[config.mk]
export PLATFORM = sky130hd
export DESIGN_NAME = puf_authenticator
export DESIGN_NICKNAME = d
export VERILOG_FILES = /design/src/rtl/puf_auth_pkg.sv /design/src/rtl/puf_enroll_mem.sv /design/src/rtl/puf_authenticator.sv
export SDC_FILE = /design/constraint.sdc
export NUM_CORES = 1
export LEC_CHECK = 0
export BUFFER_PORTS_ARGS = -buffer_cell sky130_fd_sc_hd__buf_2
export CORE_MARGIN = 1
export CORE_UTILIZATION = 63
export DETAILED_ROUTE_END_ITERATION = 8
export GPL_TIMING_DRIVEN = 0
export PLACE_DENSITY_LB_ADDON = 0.25
export SLEW_MARGIN = 15
export SYNTH_ARGS = -nofsm -noshare
export SYNTH_HDL_FRONTEND = slang
export SYNTH_HIERARCHICAL = 1
export SYNTH_SLANG_ARGS = --single-unit
[constraint.sdc]
create_clock -name count_clk -period 5.4 [get_ports count_clk]
set_input_delay 0.54 -clock count_clk [delete_from_list [all_inputs] [get_ports count_clk]]
set_output_delay 0.54 -clock count_clk [all_outputs]
set_load 0.1 [all_outputs]
[src/rtl/puf_auth_pkg.sv]
// Shared types, widths and helpers for the PUF authenticator.
package puf_auth_pkg;

  localparam int unsigned CHAL_W    = 6;
  localparam int unsigned DATA_W    = 8;
  localparam int unsigned TBL_DEPTH = 64;
  localparam int unsigned CNT_W     = 21;

  // Response bit 0 is not driven by the PUF and is always discarded.
  localparam logic [DATA_W-1:0] RESP_MASK = 8'hFE;

  typedef enum logic [2:0] {
    ST_IDLE,
    ST_ISSUE,
    ST_WAIT_LOW,
    ST_WAIT_HIGH,
    ST_EVAL,
    ST_REPORT
  } state_t;

  // Number of set bits in a 7-bit vector.
  function automatic logic [2:0] popcount7(input logic [6:0] v);
    logic [2:0] c;
    c = 3'd0;
    for (int i = 0; i < 7; i++) begin
      c = c + 3'(v[i]);
    end
    return c;
  endfunction

endpackage

[src/rtl/puf_enroll_mem.sv]
// Enrollment table: 64 x 8 synchronous-write, asynchronous-read, plus
// per-slot valid bits. Only the valid bits are cleared by reset.
module puf_enroll_mem
  import puf_auth_pkg::*;
(
  input  logic              count_clk,
  input  logic              reset,
  input  logic              we,
  input  logic [CHAL_W-1:0] addr,
  input  logic [DATA_W-1:0] wdata,
  output logic [DATA_W-1:0] rdata_c,
  output logic              rvalid_c
);

  logic [DATA_W-1:0]    mem_q [TBL_DEPTH];
  logic [TBL_DEPTH-1:0] valid_q;

  // Table data write; deliberately not reset.
  always_ff @(posedge count_clk) begin
    if (we) begin
      mem_q[addr] <= wdata;
    end
  end

  // Valid bit tracking; reset empties the whole table logically.
  always_ff @(posedge count_clk or posedge reset) begin
    if (reset) begin
      valid_q <= '0;
    end else if (we) begin
      valid_q[addr] <= 1'b1;
    end
  end

  assign rdata_c  = mem_q[addr];
  assign rvalid_c = valid_q[addr];

endmodule

[src/rtl/puf_authenticator.sv]
// PUF authenticator: issues a challenge, waits for the PUF handshake,
// then enrolls or verifies the response against a 64-entry table.
// Optional feature macro: PUF_AUTH_MAJORITY_EN (enroll stores the bitwise
// majority of three measurements instead of a single one).
module puf_authenticator
  import puf_auth_pkg::*;
#(
  parameter int unsigned THRESHOLD   = 1,
  parameter int unsigned TIMEOUT_CYC = 1048576
) (
  input  logic              count_clk,
  input  logic              reset,
  input  logic              start,
  input  logic              enroll,
  input  logic [CHAL_W-1:0] chal_in,
  output logic [DATA_W-1:0] puf_challenge,
  input  logic [DATA_W-1:0] puf_response,
  input  logic              puf_done,
  output logic              busy,
  output logic              result_valid,
  output logic              pass,
  output logic              timeout,
  output logic [2:0]        hdist
);

  localparam logic [CNT_W-1:0] TO_LIM   = CNT_W'(TIMEOUT_CYC);
  localparam logic [CNT_W-1:0] LOW_LAST = CNT_W'(3);

  state_t            state_q;
  logic              enroll_q;
  logic [CHAL_W-1:0] chal_q;
  logic              parity_q;
  logic [CNT_W-1:0]  cnt_q;
  logic [DATA_W-1:0] meas_q;
`ifdef PUF_AUTH_MAJORITY_EN
  logic [1:0]        run_q;
  logic [DATA_W-1:0] m0_q;
  logic [DATA_W-1:0] m1_q;
`endif

  logic [CHAL_W-1:0] chal_sel_c;
  logic [DATA_W-1:0] issue_chal_c;
  logic [DATA_W-1:0] cap_c;
  logic [CNT_W-1:0]  cnt_inc_c;
  logic              mem_we_c;
  logic [DATA_W-1:0] mem_rdata_c;
  logic              mem_rvalid_c;
  logic [DATA_W-1:0] diff_c;
  logic [2:0]        hd_c;

  // Top bit picked so every issued challenge flips the overall parity.
  assign chal_sel_c   = (state_q == ST_IDLE) ? chal_in : chal_q;
  assign issue_chal_c = {(~parity_q) ^ (^chal_sel_c), 1'b0, chal_sel_c};
  assign cap_c        = puf_response & RESP_MASK;
  assign cnt_inc_c    = (cnt_q == '1) ? cnt_q : cnt_q + CNT_W'(1);
  assign mem_we_c     = (state_q == ST_EVAL) && enroll_q;
  assign diff_c       = meas_q ^ mem_rdata_c;
  assign hd_c         = popcount7(7'(diff_c >> 1));

  puf_enroll_mem u_mem (
    .count_clk (count_clk),
    .reset     (reset),
    .we        (mem_we_c),
    .addr      (chal_q),
    .wdata     (meas_q),
    .rdata_c   (mem_rdata_c),
    .rvalid_c  (mem_rvalid_c)
  );

  // Control FSM with registered outputs.
  always_ff @(posedge count_clk or posedge reset) begin
    if (reset) begin
      state_q       <= ST_IDLE;
      enroll_q      <= 1'b0;
      chal_q        <= '0;
      parity_q      <= 1'b0;
      cnt_q         <= '0;
      meas_q        <= '0;
      puf_challenge <= '0;
      busy          <= 1'b0;
      result_valid  <= 1'b0;
      pass          <= 1'b0;
      timeout       <= 1'b0;
      hdist         <= '0;
`ifdef PUF_AUTH_MAJORITY_EN
      run_q         <= '0;
      m0_q          <= '0;
      m1_q          <= '0;
`endif
    end else begin
      result_valid <= 1'b0;
      case (state_q)
        ST_IDLE: begin
          if (start) begin
            enroll_q      <= enroll;
            chal_q        <= chal_in;
            puf_challenge <= issue_chal_c;
            parity_q      <= ~parity_q;
            busy          <= 1'b1;
            state_q       <= ST_ISSUE;
`ifdef PUF_AUTH_MAJORITY_EN
            run_q         <= '0;
`endif
          end
        end
        ST_ISSUE: begin
          cnt_q   <= '0;
          state_q <= ST_WAIT_LOW;
        end
        ST_WAIT_LOW: begin
          cnt_q <= cnt_inc_c;
          if (!puf_done) begin
            state_q <= ST_WAIT_HIGH;
          end else if (cnt_q == LOW_LAST) begin
            result_valid <= 1'b1;
            timeout      <= 1'b1;
            pass         <= 1'b0;
            hdist        <= '0;
            state_q      <= ST_REPORT;
          end
        end
        ST_WAIT_HIGH: begin
          cnt_q <= cnt_inc_c;
          if (puf_done) begin
`ifdef PUF_AUTH_MAJORITY_EN
            if (enroll_q && (run_q != 2'd2)) begin
              if (run_q == 2'd0) begin
                m0_q <= cap_c;
              end else begin
                m1_q <= cap_c;
              end
              run_q         <= run_q + 2'd1;
              puf_challenge <= issue_chal_c;
              parity_q      <= ~parity_q;
              state_q       <= ST_ISSUE;
            end else begin
              meas_q  <= enroll_q ? ((m0_q & m1_q) | (m0_q & cap_c) | (m1_q & cap_c)) : cap_c;
              state_q <= ST_EVAL;
            end
`else
            meas_q  <= cap_c;
            state_q <= ST_EVAL;
`endif
          end else if (cnt_q >= TO_LIM) begin
            result_valid <= 1'b1;
            timeout      <= 1'b1;
            pass         <= 1'b0;
            hdist        <= '0;
            state_q      <= ST_REPORT;
          end
        end
        ST_EVAL: begin
          result_valid <= 1'b1;
          timeout      <= 1'b0;
          if (enroll_q) begin
            pass  <= 1'b1;
            hdist <= '0;
          end else if (!mem_rvalid_c) begin
            pass  <= 1'b0;
            hdist <= 3'd7;
          end else begin
            pass  <= (32'(hd_c) <= THRESHOLD);
            hdist <= hd_c;
          end
          state_q <= ST_REPORT;
        end
        ST_REPORT: begin
          busy    <= 1'b0;
          state_q <= ST_IDLE;
        end
        default: begin
          busy    <= 1'b0;
          state_q <= ST_IDLE;
        end
      endcase
    end
  end

endmodule
==> results.ini <==
[status]
status=completed

[route]
routed_via_density=6.54
ant_nets=0
via_count=13000
routed_wl_um=52600
first_pass_iters=5
drt-initial-drc-count=1452
drc=0
wire_per_inst_um=26.4

[sta]
period_share=0.986
hold_viol=0
tightest_slew_ps=921
slew_headroom=0.384
fin_ws_ps=76.6
fmax_mhz=188
setup_viol=0
period_needed_ps=5320
slew_viol_final=0
whs_ps=168
skew_ps=16.1

[floorplanning]
fp.dieH_um=192
ios=34
die_w_um=192
num_rows=69
dieArea_um2=36900
start_util=0.640
core_area_um2=35600

[synthesis]
syn_nets=1417
yosys_warnings=6
syn_area_um2=22800
synth_cells=1392
syn_area_per_cell_um2=16.4

[global_routing]
grt-ovfl-total=0
grtUsageTotal=0.296
grt_antenna_before_repair=0
grt_pass1_vias=12900
grt_max_degree=67
grt_first_pass_wirelength_um=79500

[min_path]
hold_class=in2reg
hp-start=enroll

[clock_network]
h-tree-depth=2
clk_latency_ps=580
clkSinkCount=565
cts_buffer_depth=3
clk_pin_slew_ps=60
cts_buffers=54
cts_tree=done
root_buffer=clkbuf_16

[power]
power.density_nw_per_um2=570
p_leak_nw=9.22
ir_drop_mv=0.611

[worst_setup_path]
worstPathMaxFanout=9
critPathKind=reg2reg
cp-end-kind=flip-flop
crit_start=chal_q[2]$_DFFE_PP0P_
regToRegStartpoint=chal_q[2]$_DFFE_PP0P_
timing.critical_path.required_ps=5870
cp-start-kind=flip-flop
arrival_ps=5790

[cells_and_area]
antenna_cells=0
area_growth_pct=12.1
fillers=2239
postLayoutCellArea_um2=25500
drive_above_1_share=0.203
final_nets=1511

[place]
pre_cts_slack_ps=-147
io_buffers=31
post-dp-hpwl_um=34200
gp_congestion=0.946
place_area_um2=23700

[flow_run]
drv_cap=0

## state kept, by name, summed over array words and instances (netlist names)
signal,count
parity_q,1
chal_q,6
result_valid,1
meas_q,7
enroll_q,1
timeout,1
state_q,3
hdist,3
u_mem/mem_q,448
busy,1
puf_challenge,7
u_mem/valid_q,64
cnt_q,21
pass,1
## report_power, final
group,total (mW),switching [mW],internal (mW)
clock network,3.70,1.57,2.13
registers,5.84,0.439,5.40
logic,5.01,3.17,1.84
total,14.6,5.18,9.37
## critical path, stage by stage, from the launching register on
cell      delay, ps
dfrtp_1         340
buf_2           280
clkbuf_4        340
clkbuf_4        310
mux2i_1         210
o22ai_1         110
o21ai_0         390
nand4_1         240
xnor2_2         200
fa_1            510
fa_1            540
inv_1            60
fa_1            440
fa_2            590
nor3b_1          70
o21ai_0         150
nand2_1          80
a22o_1          180
a21o_1          150
## routing by layer
layer  wire length (um)  global-route usage
met2              25500               0.463
met5                  0                   0
met3               4480              0.0561
met4               1650              0.0999
met1              21000               0.424
## path summary, 6_finish.rpt
| path | end | slack (ps) | cells after the start |
|---|---|---|---|
| worst max-delay path | pass$_DFFE_PP0P_ | 80 | 18 |
| worst min-delay path | enroll_q$_DFFE_PP0P_ | 170 | 3 |
| worst max register to register | pass$_DFFE_PP0P_ | 80 | 18 |
| worst min register to register | u_mem/valid_q[31]$_DFFE_PP0P_ | 460 | 1 |
| max in group asynchronous | meas_q[3]$_DFFE_PP0P_ | 4220 | 4 |
| min in group asynchronous | u_mem/valid_q[18]$_DFFE_PP0P_ | 490 | 3 |
## through the flow
| stage | utilization | setup TNS (ps) | power, mW | std cells |
|---|---|---|---|---|
| finish | 0.718 | 0 | 14.6 | 1992 |
| global route | 0.718 | -1.36 | 15.1 | 1992 |
| floorplan | - | 0 | 8.90 | 1392 |
| detailed placement | 0.666 | -266 | 10.7 | 1892 |
| CTS | 0.716 | 0 | 14.4 | 1993 |
| global placement | 0.661 | -275 | 10.5 | 1884 |
## layout by cell type (no fill, tap or decap), types with 10 or more instances in the layout
master / instances
buf_2: 55
nand2_1: 66
xnor2_1: 21
nor2_1: 116
or2_1: 36
o22a_1: 15
inv_1: 12
o21ai_1: 12
o22ai_1: 32
nand3_1: 17
a22oi_1: 12
clkinv_2: 13
nand4_1: 11
mux4_2: 63
o21ai_0: 27
or2_2: 32
clkbuf_16: 59
a221oi_1: 59
edfxtp_1: 448
a21oi_1: 10
dfrtp_1: 108
clkbuf_1: 40
mux2_2: 11
mux2i_1: 90
## layout make-up
class                           instances  area (um^2)  area share
Sequential cell                       565        16400       0.642
Multi-Input combinational cell        730         5950       0.233
Clock buffer                           74         1570      0.0616
Tap cell                              461          577      0.0226
Buffer                                 80          465      0.0182
Timing Repair Buffer                   40          333      0.0130
Clock inverter                         27          181     0.00710
Inverter                               15         58.8     0.00230
## timing repair
item | 4_1_cts | 5_1_grt
buffers inserted | 0 | 0
hold endpoints to repair | 18 | 0
gates cloned | 0 | 0
hold buffers | 1 | 0
gates resized for setup | 7 | 32
pin swaps | 0 | 2
setup endpoints to repair | 2 | 2
(Power assumes the default switching activity.)
